[src/rtl/dmem_arbiter_pkg.sv]
// Shared constants for the data-memory arbiter: FSM encodings, owner ids and default widths.
package dmem_arbiter_pkg;

  localparam int ARB_ADDR_WIDTH = 10;
  localparam int ARB_DATA_WIDTH = 16;

  localparam logic [1:0] ARB_IDLE  = 2'd0;
  localparam logic [1:0] ARB_ISSUE = 2'd1;
  localparam logic [1:0] ARB_WAIT  = 2'd2;
  localparam logic [1:0] ARB_DONE  = 2'd3;

  localparam logic ARB_OWN_PIPE = 1'b0;
  localparam logic ARB_OWN_DBG  = 1'b1;

endpackage

[src/rtl/dmem_arbiter_starve_ctr.sv]
// Winner select for the two requesters plus the saturating counter that keeps
// the pipeline port from locking out the debug port.
module arb_starve_ctr #(
  parameter int STARVE_MAX = 4,
  localparam int CW = $clog2(STARVE_MAX + 1)
) (
  input  logic clk,
  input  logic rst_n,
  input  logic arb,
  input  logic req0,
  input  logic req1,
  output logic grant1
);

  logic [CW-1:0] count;
  logic          starved;

  assign starved = (count == CW'(STARVE_MAX));
  assign grant1  = req1 & (~req0 | starved);

  // Only arbitration edges touch the counter; a port-0 win with port 1 idle resets the streak.
  always_ff @(negedge clk or negedge rst_n) begin
    if (!rst_n) begin
      count <= '0;
    end else if (arb) begin
      if (grant1 || !req1)
        count <= '0;
      else if (!starved)
        count <= count + CW'(1);
    end
  end

endmodule

[src/rtl/dmem_arbiter.sv]
// Two-port sequencer for the single-port data memory (port 0 pipeline, port 1 debug/loader).
// Define DMEM_ARB_PERF_EN to add grant and port-1 wait counters.
module dmem_arbiter
  import dmem_arbiter_pkg::*;
#(
  parameter int ADDR_WIDTH = ARB_ADDR_WIDTH,
  parameter int DATA_WIDTH = ARB_DATA_WIDTH,
  parameter int READ_LAT   = 1,
  parameter int STARVE_MAX = 4
) (
  input  logic                  I_CLOCK,
  input  logic                  I_LOCK,
  input  logic                  I_Req0,
  input  logic                  I_We0,
  input  logic [ADDR_WIDTH-1:0] I_Addr0,
  input  logic [DATA_WIDTH-1:0] I_WrData0,
  input  logic                  I_Req1,
  input  logic                  I_We1,
  input  logic [ADDR_WIDTH-1:0] I_Addr1,
  input  logic [DATA_WIDTH-1:0] I_WrData1,
  output logic                  O_Ack0,
  output logic                  O_Ack1,
  output logic [DATA_WIDTH-1:0] O_RdData,
  output logic                  O_Busy,
  output logic                  O_MemEn,
  output logic                  O_MemWe,
  output logic [ADDR_WIDTH-1:0] O_MemAddr,
  output logic [DATA_WIDTH-1:0] O_MemWrData,
`ifdef DMEM_ARB_PERF_EN
  output logic [15:0]           O_GrantCnt0,
  output logic [15:0]           O_GrantCnt1,
  output logic [15:0]           O_WaitCnt1,
`endif
  input  logic [DATA_WIDTH-1:0] I_MemRdData
);

  localparam int WCW = $clog2(READ_LAT + 1);

  logic [1:0]            state;
  logic                  owner;
  logic                  we_q;
  logic [ADDR_WIDTH-1:0] addr_q;
  logic [DATA_WIDTH-1:0] wdata_q;
  logic [DATA_WIDTH-1:0] rd_data_q;
  logic [WCW-1:0]        wait_cnt;
  logic                  arb;
  logic                  grant1;

  assign arb = (state == ARB_IDLE) && (I_Req0 || I_Req1);

  arb_starve_ctr #(
    .STARVE_MAX(STARVE_MAX)
  ) u_starve (
    .clk    (I_CLOCK),
    .rst_n  (I_LOCK),
    .arb    (arb),
    .req0   (I_Req0),
    .req1   (I_Req1),
    .grant1 (grant1)
  );

  always_ff @(negedge I_CLOCK or negedge I_LOCK) begin
    if (!I_LOCK) begin
      state     <= ARB_IDLE;
      owner     <= ARB_OWN_PIPE;
      we_q      <= 1'b0;
      addr_q    <= '0;
      wdata_q   <= '0;
      rd_data_q <= '0;
      wait_cnt  <= '0;
    end else begin
      case (state)
        ARB_IDLE: begin
          if (arb) begin
            owner   <= grant1 ? ARB_OWN_DBG : ARB_OWN_PIPE;
            we_q    <= grant1 ? I_We1 : I_We0;
            addr_q  <= grant1 ? I_Addr1 : I_Addr0;
            wdata_q <= grant1 ? I_WrData1 : I_WrData0;
            state   <= ARB_ISSUE;
          end
        end
        ARB_ISSUE: begin
          if (we_q) begin
            state <= ARB_DONE;
          end else begin
            wait_cnt <= WCW'(READ_LAT);
            state    <= ARB_WAIT;
          end
        end
        ARB_WAIT: begin
          // Capture on the edge where the count hits zero, so WAIT spans READ_LAT cycles.
          wait_cnt <= wait_cnt - WCW'(1);
          if (wait_cnt == WCW'(1)) begin
            rd_data_q <= I_MemRdData;
            state     <= ARB_DONE;
          end
        end
        default: state <= ARB_IDLE;
      endcase
    end
  end

  // Strobes decode straight from state so a reset clears them without waiting for a clock.
  assign O_MemEn     = (state == ARB_ISSUE);
  assign O_MemWe     = O_MemEn & we_q;
  assign O_MemAddr   = addr_q;
  assign O_MemWrData = wdata_q;
  assign O_RdData    = rd_data_q;
  assign O_Busy      = (state != ARB_IDLE);
  assign O_Ack0      = (state == ARB_DONE) && (owner == ARB_OWN_PIPE);
  assign O_Ack1      = (state == ARB_DONE) && (owner == ARB_OWN_DBG);

`ifdef DMEM_ARB_PERF_EN
  logic [15:0] grant_cnt0;
  logic [15:0] grant_cnt1;
  logic [15:0] wait_cnt1;

  always_ff @(negedge I_CLOCK or negedge I_LOCK) begin
    if (!I_LOCK) begin
      grant_cnt0 <= '0;
      grant_cnt1 <= '0;
      wait_cnt1  <= '0;
    end else begin
      if (arb && !grant1)
        grant_cnt0 <= grant_cnt0 + 16'd1;
      if (arb && grant1)
        grant_cnt1 <= grant_cnt1 + 16'd1;
      if (I_Req1 && !(arb && grant1))
        wait_cnt1 <= wait_cnt1 + 16'd1;
    end
  end

  assign O_GrantCnt0 = grant_cnt0;
  assign O_GrantCnt1 = grant_cnt1;
  assign O_WaitCnt1  = wait_cnt1;
`endif

endmodule
[config.mk]
export PLATFORM = sky130hd
export DESIGN_NAME = dmem_arbiter
export DESIGN_NICKNAME = d
export VERILOG_FILES = /design/src/rtl/dmem_arbiter_pkg.sv /design/src/rtl/dmem_arbiter_starve_ctr.sv /design/src/rtl/dmem_arbiter.sv
export SDC_FILE = /design/constraint.sdc
export NUM_CORES = 1
export LEC_CHECK = 0
export ABC_CLOCK_PERIOD_IN_PS = 2500
export CAP_MARGIN = 20
export CELL_PAD_IN_SITES_DETAIL_PLACEMENT = 1
export CELL_PAD_IN_SITES_GLOBAL_PLACEMENT = 1
export CORE_ASPECT_RATIO = 0.6
export CORE_MARGIN = 2
export CORE_UTILIZATION = 30
export CTS_CLUSTER_DIAMETER = 80
export DETAILED_ROUTE_END_ITERATION = 6
export PLACE_DENSITY = 0.77
export SYNTH_ARGS = -nofsm -noshare
export SYNTH_HDL_FRONTEND = slang
export SYNTH_HIERARCHICAL = 1
export SYNTH_SLANG_ARGS = --single-unit
[constraint.sdc]
create_clock -name I_CLOCK -period 2.5 [get_ports I_CLOCK]
set_input_delay 0.25 -clock I_CLOCK [delete_from_list [all_inputs] [get_ports I_CLOCK]]
set_output_delay 0.25 -clock I_CLOCK [all_outputs]
set_load 0.01 [all_outputs]
Word-level counts from Yosys, hierarchy flattened:

Index checks and enable logic that the tools add are counted.

* register bits: 50
* output and inout port bits: 47
* word-level logic and storage cells: 49

* add/subtract/negate cells: 2
* equal/unequal tests: 8
* mux-type cells: 12
* bitwise operators: 5
* reductions and logical operators: 14

Operator list (number)
* $mux W16: 1
* $mux W10: 1
* $reduce_and A2 Y1: 5
* $ne A2 B2 Y1 const B: 4
* $mux W3: 2
* $pmux W2 S3: 1
* $eq A2 B2 Y1 const B: 2
* $mux W1: 4
* $mux W2: 2
* $reduce_bool A2 Y1: 2
* $add A3 B1 Y3 const B: 1
* $eq A3 B3 Y1 const B: 1
* $logic_and A1 B1 Y1: 3
* $and A1 B1 Y1: 2
* $eq A2 B1 Y1 const B: 1
* $logic_not A2 Y1: 1
* $logic_or A1 B1 Y1: 2
* $not A1 Y1: 2
* $pmux W1 S2: 1
* $logic_not A1 Y1: 1
* $or A1 B1 Y1: 1
* $sub A1 B1 Y1 const B: 1

Longest topological paths before layout:

Gate-level depths: netlist of the first run.

* word-level depth: 6
* gate-level depth with buffers: 9
* gate-level depth less buffers: 7

Modules after synthesis:

The synthesis of the first run kept the hierarchy.

By module, submodules not included
* dmem_arbiter: times used 1, cells each 179, area each 2153.3 µm²
* arb_starve_ctr: times used 1, cells each 19, area each 196.4 µm²

==> results of run 1 <==
## power groups by stage
stage	registers (mW)	clock network, mW	logic, mW
finish	1.49	0.648	2.05
detailed placement	1.50	0	2.28
global route	1.55	0.702	2.27
global placement	1.47	0	2.22
floorplan	1.63	0	0.944
CTS	1.49	0.680	2.11
## synth_stat cells (2+ instances only)
library cell and number:
dfrtn_1 50, mux2i_1 29, nand2_1 28, o21ai_0 28, mux2_4 10, mux2_2 9, inv_1 8, ha_1 6
buf_2 5, and2_1 3, buf_6 3, nand2_2 2, nand4_1 2, nor2_1 2, nor2b_1 2
## registers in the layout (all words and copies together), names as in the netlist
name / count
O_MemAddr: 10
we_q: 1
O_RdData: 16
u_starve/count: 3
owner: 1
state: 2
wait_cnt: 1
O_MemWrData: 16
## how the worst max path moves through the flow
stage                             end  slack [ps]  cells after the start
finish                        O_MemWe        -260                      4
global route                  O_MemWe        -320                      4
CTS                           O_MemWe        -280                      4
detailed placement    O_MemWrData[15]        -590                      5
global placement         O_MemAddr[6]        -530                      5
floorplan           u_starve/count[2]           5                      7
## cell type report
class,count,share of cell area [%]
Timing Repair Buffer,142,33.3
Inverter,8,0.776
Clock buffer,6,3.59
Multi-Input combinational cell,130,26.7
Sequential cell,50,32.4
Tap cell,104,3.36
## worst reg2reg max path, cell delays in order (launching register included)
cell     delay, ps
dfrtn_1        480
inv_2           60
buf_4          130
buf_4          120
buf_4          120
buf_4          120
ha_1           230
nand2_2        380
mux2_2         400
## layer usage
layer  part of all wire [%]  track usage [%]  up-vias  wire length [um]
li1                       -                -      946                 -
met1                     42             18.3      934              2730
met2                     45             26.7       88              2920
met3                     13             8.88        5               840
met4                   0.69             2.81        0                45
met5                      0                0        -                 0
## per-stage QoR
step | hold slack (ps) | power [mW] | instances
detailed placement | 434 | 3.78 | 429
floorplan | 455 | 2.57 | 198
finish | 426 | 4.19 | 440
CTS | 429 | 4.29 | 439
global placement | 423 | 3.69 | 429
global route | 465 | 4.52 | 440
## repair_timing
action	CTS	global route
buffers inserted	4	1
pin swaps	2	1
hold endpoints to repair	0	0
resized for setup	93	46
gates cloned	0	0
setup endpoints to repair	80	64
## kinds of logic (layout without fill, tap and decap cells)
kind of cell	Yosys count	count (layout)	synth area share [%]
DFF	50	50	53.2
muxes	48	48	23.1
and+or+nand+nor	41	41	7.88
AOI/OAI and AO/OA	34	34	7.99
buffers and inverters	18	156	4.26
adders and majority gates	6	6	3.19
xor gates and xnor gates	1	1	0.373
==> impl_metrics.env, run 1 <==
export IMPL_status="finished, violations left"
export IMPL_violations="negative setup slack"
export IMPL_worstReg2RegEnd="O_RdData[9]"
export IMPL_clock_root_buffer="clkbuf_16"
export IMPL_grt_max_degree=29
export IMPL_pre_cts_slack_ps=-592
export IMPL_internal_power_mw=2.74
export IMPL_p_sw_mw=1.45
export IMPL_postSynthAreaPerCell_um2=11.9
export IMPL_fp_dieH_um=72.6
export IMPL_rows=24
export IMPL_path_max_fanout=3
export IMPL_powerDensity_nw_per_um2=1080
export IMPL_diodes=0
export IMPL_dr_pass1_iters=4
export IMPL_ys_warn_count=6
export IMPL_grt_overflow_total=0
export IMPL_required_ps=2250
export IMPL_holdPathStages=2
export IMPL_syn_nets=278
export IMPL_slew_violations=0
export IMPL_fin_nets=417
export IMPL_p_clk_share_pct=15.5
export IMPL_drt_initial_drc_count=56
export IMPL_tns_ps=-1150
export IMPL_vias=1973
export IMPL_relSlewSlack_pct=68.2
export IMPL_p_leak_nw=1.78
export IMPL_worst_slew_pin_transition_ps=475
export IMPL_startpoint="state[1]"
export IMPL_seq_area_um2=1250
export IMPL_hold_start="O_MemWrData[9]"
export IMPL_place_area_um2=3810
export IMPL_netlist_area_um2=2350
export IMPL_layout_drive_gt1_share_pct=26.2
export IMPL_htree_levels=2
export IMPL_final_common_cell="clkdlybuf4s50_1"
export IMPL_crit_chain="inv_2 > ha_2 > and2_1 > buf_2"
export IMPL_syn_inst=198
export IMPL_grt_pass1_vias=2232
export IMPL_io_buffers=120
export IMPL_cp_end_kind="output port"
export IMPL_antenna_left=0
export IMPL_multiInputGateArea_um2=1030
export IMPL_wirelength_um=6540
export IMPL_cts_tree="done"
export IMPL_hold_viol=0
export IMPL_hold_path_class="reg -> reg"
export IMPL_wl_per_cell_um=14.9
export IMPL_antenna_found_initial=0
export IMPL_die_w_um=118
export IMPL_power_frac_seq_pct=35.6
export IMPL_seq_area_frac_synth_pct=53.2
export IMPL_remaining_drc_errors=0
export IMPL_ir_drop_v=0.000354
export IMPL_synth_flop_cell="dfrtn_1"
export IMPL_yosys_area_top_type="dfrtn_1"
export IMPL_cpPeakStageDelay_ps=450
export IMPL_yosys_area_top_type_share_pct=53.2
export IMPL_worstRegToRegCells=8
export IMPL_worst_path_buf_inv=2
export IMPL_ctsHoldBuffers=0
export IMPL_cts_made_buffers=5
export IMPL_whs_endpoint="O_MemWrData[9]"
export IMPL_vias_per_cell=4.48
export IMPL_comb_power_share_pct=48.9
export IMPL_synth_edf_count=0
export IMPL_clockBufferDepth=2
export IMPL_synthTopCellsByArea="dfrtn_1 53%, mux2i_1 12%, mux2_4 6.4%"
export IMPL_reg2reg_from="state[0]"
export IMPL_coreArea_um2=7420
export IMPL_area_delta_synth_final_pct=64.6
export IMPL_grt_pass1_wl_um=10700
export IMPL_critPathSlowestCell="dfrtn_1"
export IMPL_ff2ff_setup_slack_ps=310
export IMPL_p_sw_share_pct=34.5
export IMPL_grt_usage_pct=15.9
export IMPL_worst_slack_ps=-260
export IMPL_finClkSkew_ps=5.05
export IMPL_fin_util_pct=52.1
export IMPL_dp_final_hpwl_um=5230
export IMPL_arrival_ps=2510
export IMPL_die_area_um2=8580
export IMPL_crit_family="flip-flops"
export IMPL_pin_count=121
export IMPL_rsz0062_at_grt="yes"
export IMPL_mostFrequentLayoutCells="70 x clkdlybuf4s50_1, 50 x dfrtn_1, 29 x mux2i_1, 28 x nand2_1, 28 x o21ai_0"
export IMPL_drv_cap=0
export IMPL_yosys_cell_types_count=26
export IMPL_gp_congestion=0.788
export IMPL_clkSlewWorstSetupHoldPaths_ps=50
export IMPL_fin_area_um2=3870
export IMPL_setup_viol=5
export IMPL_clock_sinks=50
export IMPL_crit_type="reg -> out"
export IMPL_start_util_pct=31.7
export IMPL_synthArstFlopShare_pct=100
export IMPL_clock_latency_ps=300
export IMPL_cp_start_kind="flip-flop"
export IMPL_ys_ff_latch=50
export IMPL_n_fill_cell=838
No activity file was read; power rests on OpenSTA's default activity.
==> run 2, diff against run 1 <==
==> constraint.sdc (replaced) <==
create_clock -name I_CLOCK -period 2.5 [get_ports I_CLOCK]
set_input_delay 0.25 -clock I_CLOCK [delete_from_list [all_inputs] [get_ports I_CLOCK]]
set_output_delay 0.25 -clock I_CLOCK [all_outputs]
set_load 0.005 [all_outputs]
==> impl_metrics.env, run 2 (synthesis results as in run 1) <==
export IMPL_ff2ff_setup_slack_ps=-140
export IMPL_finalPower_mw=4.42
export IMPL_cp_start_kind="flip-flop"
export IMPL_vias=2037
export IMPL_p_clk_share_pct=14.7
export IMPL_path_max_fanout=4
export IMPL_area_delta_synth_final_pct=75.4
export IMPL_comb_power_share_pct=51.0
export IMPL_remaining_drc_errors=0
export IMPL_use_met3_pct=8.88
export IMPL_cp_end_kind="output port"
export IMPL_place_area_um2=3810
export IMPL_mostFrequentLayoutCells="70 x clkdlybuf4s50_1, 50 x dfrtn_1, 29 x mux2i_1, 29 x dlygate4sd2_1"
export IMPL_p_sw_mw=1.45
export IMPL_clkSlewWorstSetupHoldPaths_ps=50
export IMPL_fin_util_pct=55.6
export IMPL_antenna_found_initial=0
export IMPL_vias_per_cell=4.52
export IMPL_clockBufferDepth=2
export IMPL_worstReg2RegEnd="state[0]"
export IMPL_crit_path_end="O_MemWe"
export IMPL_hold_path_class="reg -> reg"
export IMPL_wirelength_um=7090
export IMPL_grt_overflow_total=0
export IMPL_cts_tree="done"
export IMPL_die_w_um=118
export IMPL_hold_viol=0
export IMPL_grt_usage_pct=16.8
export IMPL_diodes=0
export IMPL_relSlewSlack_pct=65.1
export IMPL_gr_usage_met2_pct=28.4
export IMPL_required_ps=2250
export IMPL_tns_ps=-1570
export IMPL_internal_power_mw=2.96
export IMPL_power_frac_seq_pct=34.4
export IMPL_worstRegToRegCells=13
export IMPL_slew_violations=0
export IMPL_layout_drive_gt1_share_pct=23.9
export IMPL_finClkSkew_ps=5.28
export IMPL_grtUsageMet1_pct=19.5
export IMPL_seq_area_um2=1250
export IMPL_cts_made_buffers=5
export IMPL_dr_pass1_iters=3
export IMPL_die_area_um2=8580
export IMPL_status="finished, violations left"
export IMPL_p_sw_share_pct=32.9
export IMPL_powerDensity_nw_per_um2=1070
export IMPL_p_leak_nw=1.89
export IMPL_drv_cap=0
export IMPL_wl_per_cell_um=15.7
export IMPL_rows=24
export IMPL_antenna_left=0
export IMPL_reg2reg_from="state[0]"
export IMPL_final_common_cell="clkdlybuf4s50_1"
export IMPL_grt_most_used_layer="met2"
export IMPL_gp_congestion=0.788
export IMPL_fin_nets=428
export IMPL_grt_max_degree=29
export IMPL_pre_cts_slack_ps=-592
export IMPL_drt_initial_drc_count=61
export IMPL_rsz0062_at_grt="yes"
export IMPL_pin_count=121
export IMPL_io_buffers=120
export IMPL_grt_pass1_vias=2310
export IMPL_multiInputGateArea_um2=1130
export IMPL_clock_latency_ps=300
export IMPL_worst_slack_ps=-302
export IMPL_ir_drop_v=0.000373
export IMPL_fp_dieH_um=72.6
export IMPL_htree_levels=2
export IMPL_clock_sinks=50
export IMPL_coreArea_um2=7420
export IMPL_crit_type="reg -> out"
export IMPL_worst_slew_pin_transition_ps=524
export IMPL_fin_area_um2=4120
export IMPL_startpoint="state[0]"
export IMPL_violations="negative setup slack"
export IMPL_start_util_pct=31.7
export IMPL_setup_viol=7
export IMPL_n_fill_cell=815
export IMPL_clock_root_buffer="clkbuf_16"
export IMPL_grt_pass1_wl_um=11300
export IMPL_arrival_ps=2550
export IMPL_dp_final_hpwl_um=5230
run 2: changes by cell type in the layout (fill, tap and decap cells not counted), sizes merged:
| cell | before | now |
|---|---|---|
| clkbuf | 26 | 9 |
| nand2 | 30 | 31 |
| clkdlybuf4s15 | 19 | 12 |
| dlygate4sd2 | 3 | 29 |
| buf | 30 | 38 |
run 2: repair_timing:
item | in CTS | in global routing
hold buffers | 0 | 0
pin swaps | 6 | 1
setup buffers | 14 | 3
endpoints found under the setup margin | 80 | 59
gates resized for setup | 87 | 22
cloned | 0 | 1
run 2: stage by stage:
step	hold slack (ps)	std cells
floorplan	431	198
global placement	423	429
detailed placement	434	429
CTS	429	448
global route	462	451
finish	423	451
run 2: metal layers:
metal  vias up  share of wire (%)
met4         0               0.62
li1        973                  -
met2        88                 46
met3         5                 12
met5         -                  0
met1       971                 42
run 2: worst min path at each step:
stage,startpoint,end,slack [ps],cells after the start
after CTS,O_MemAddr[7],O_MemAddr[7],430,2
after global routing,O_MemAddr[5],O_MemAddr[5],460,2
final,O_MemAddr[7],O_MemAddr[7],420,2
after floorplan,O_MemAddr[0],O_MemAddr[0],430,2
after global placement,O_MemWrData[12],O_MemWrData[12],420,2
after detailed placement,O_MemWrData[9],O_MemWrData[9],430,2
run 2: layout make-up:
| cell class | count | share of cell area [%] |
|---|---|---|
| Inverter | 8 | 0.729 |
| Multi-Input combinational cell | 131 | 27.4 |
| Sequential cell | 50 | 30.4 |
| Timing Repair Buffer | 152 | 35.0 |
| Clock buffer | 6 | 3.37 |
| Tap cell | 104 | 3.16 |
run 2: worst max-delay path, cell delays in order (launching register included):
cell     delay [ps]
dfrtn_1         530
ha_4            180
buf_6            90
and2_4          120
buf_6            80
run 2: power by group through the flow:
stage | logic [mW] | clock network, mW | registers, mW
floorplan | 0.932 | 0 | 1.50
global placement | 2.07 | 0 | 1.47
detailed placement | 2.13 | 0 | 1.50
CTS | 2.15 | 0.680 | 1.50
global route | 2.49 | 0.702 | 1.57
finish | 2.25 | 0.647 | 1.52
==> run 3, diff against run 2 <==
--- a/config.mk
+++ b/config.mk
@@ -10,7 +10,6 @@
 export CELL_PAD_IN_SITES_DETAIL_PLACEMENT = 1
 export CELL_PAD_IN_SITES_GLOBAL_PLACEMENT = 1
 export CORE_ASPECT_RATIO = 0.6
-export CORE_MARGIN = 2
 export CORE_UTILIZATION = 30
 export CTS_CLUSTER_DIAMETER = 80
 export DETAILED_ROUTE_END_ITERATION = 6
==> impl_metrics.env, run 3 (synthesis results as in run 1) <==
export IMPL_gp_congestion=0.718
export IMPL_slew_violations=0
export IMPL_coreArea_um2=7420
export IMPL_final_common_cell="clkdlybuf4s50_1"
export IMPL_ff2ff_setup_slack_ps=480
export IMPL_path_max_fanout=3
export IMPL_clkSlewWorstSetupHoldPaths_ps=50
export IMPL_die_area_um2=8200
export IMPL_worstRegToRegCells=7
export IMPL_cts_made_buffers=5
export IMPL_cts_tree="done"
export IMPL_critPathSlowestCell="dfrtn_1"
export IMPL_clockBufferDepth=2
export IMPL_cpPeakStageDelay_ps=480
export IMPL_area_delta_synth_final_pct=77.3
export IMPL_start_util_pct=31.7
export IMPL_ctsHoldBuffers=0
export IMPL_vias_per_cell=4.50
export IMPL_clock_root_buffer="clkbuf_16"
export IMPL_powerDensity_nw_per_um2=1080
export IMPL_finalPower_mw=4.50
export IMPL_remaining_drc_errors=0
export IMPL_grt_pass1_vias=2213
export IMPL_setup_viol=6
export IMPL_die_w_um=116
export IMPL_dp_final_hpwl_um=5060
export IMPL_mostFrequentLayoutCells="70 x clkdlybuf4s50_1, 50 x dfrtn_1, 28 x mux2i_1, 28 x nand2_1, 27 x o21ai_0"
export IMPL_pre_cts_slack_ps=-560
export IMPL_arrival_ps=2600
export IMPL_grt_pass1_wl_um=11000
export IMPL_hold_viol=0
export IMPL_p_leak_nw=1.91
export IMPL_required_ps=2250
export IMPL_drv_cap=0
export IMPL_clock_sinks=50
export IMPL_io_buffers=120
export IMPL_reg2reg_from="state[0]"
export IMPL_layout_drive_gt1_share_pct=23.9
export IMPL_grt_overflow_total=0
export IMPL_fin_nets=427
export IMPL_grt_max_degree=51
export IMPL_finClkSkew_ps=5.86
export IMPL_vias=2029
export IMPL_antenna_left=0
export IMPL_wl_per_cell_um=15.9
export IMPL_antenna_found_initial=0
export IMPL_violations="negative setup slack"
export IMPL_status="finished, violations left"
export IMPL_hold_path_class="reg -> reg"
export IMPL_drt_initial_drc_count=59
export IMPL_relSlewSlack_pct=67.9
export IMPL_worst_slack_ps=-347
export IMPL_dr_pass1_iters=6
export IMPL_cp_end_kind="output port"
export IMPL_worst_slew_pin_transition_ps=480
export IMPL_grt_usage_pct=18.1
export IMPL_crit_path_end="O_Ack1"
export IMPL_crit_cells=3
export IMPL_rsz0062_at_grt="yes"
export IMPL_diodes=0
export IMPL_worstReg2RegEnd="O_RdData[9]"
export IMPL_htree_levels=2
export IMPL_rows=24
export IMPL_clock_latency_ps=310
export IMPL_wirelength_um=7160
export IMPL_crit_chain="ha_2 > and2_1 > clkdlybuf4s15_2"
export IMPL_cp_start_kind="flip-flop"
export IMPL_crit_type="reg -> out"
export IMPL_pin_count=121
export IMPL_startpoint="state[0]"
export IMPL_crit_family="flip-flops"
export IMPL_worst_path_buf_inv=1
export IMPL_ir_drop_v=0.000380
export IMPL_fp_dieH_um=70.6
[run 3: per-stage QoR]
step	setup TNS, ps	std cells	util, %	cell area (um2)	hold WS [ps]
2_1_floorplan	0	198	-	2360	431
3_5_place_dp	-17770	426	50.8	3770	431
4_1_cts	-1400	444	55.2	4100	425
3_3_place_gp	-16020	426	50.8	3770	421
6_report	-1650	451	56.2	4170	418
5_1_grt	-1930	451	56.2	4170	448
[run 3: worst min-delay path by stage]
stage / cells after the start / endpoint / slack [ps] / start
2_1_floorplan: 2 / O_MemAddr[0] / 430 / O_MemAddr[0]
4_1_cts: 2 / O_MemAddr[5] / 430 / O_MemAddr[5]
6_report: 2 / O_MemAddr[9] / 420 / O_MemAddr[9]
3_3_place_gp: 2 / O_MemAddr[9] / 420 / O_MemAddr[9]
5_1_grt: 2 / O_MemAddr[9] / 450 / O_MemAddr[9]
3_5_place_dp: 2 / O_MemAddr[9] / 430 / O_MemAddr[9]
[run 3: cell type report]
class	instances	area, um2
flip-flops and latches	50	1250
multi-input cells	130	1060
clock inverters	1	30.0
clock buffers	6	139
repair buffers	152	1520
fillers	808	3250
inverters	8	32.5
well taps	104	130
[run 3: worst min-delay path, stage by stage (launching register included)]
cell and delay [ps]:
dfrtn_1 400, nand2_1 40, o21ai_0 60
[run 3: power by group]
part           total, mW  switching, mW  internal [mW]
Combinational       2.22          0.894           1.32
Clock              0.781          0.287          0.494
Sequential          1.50          0.248           1.25
Total               4.50           1.43           3.07
[run 3: routing by layer]
metal | up-vias | track usage [%] | wire length, um
met5 | - | 0 | 0
met4 | 0 | 5.41 | 72
met3 | 8 | 8.91 | 835
met2 | 93 | 29.0 | 3240
met1 | 951 | 21.4 | 3010
li1 | 977 | - | -
[run 3: repair_timing]
| item | 4_1_cts | 5_1_grt |
|---|---|---|
| pin swaps | 5 | 2 |
| endpoints found under the setup margin | 80 | 53 |
| setup buffers | 9 | 7 |
| cloned | 3 | 0 |
| gates resized for setup | 84 | 32 |
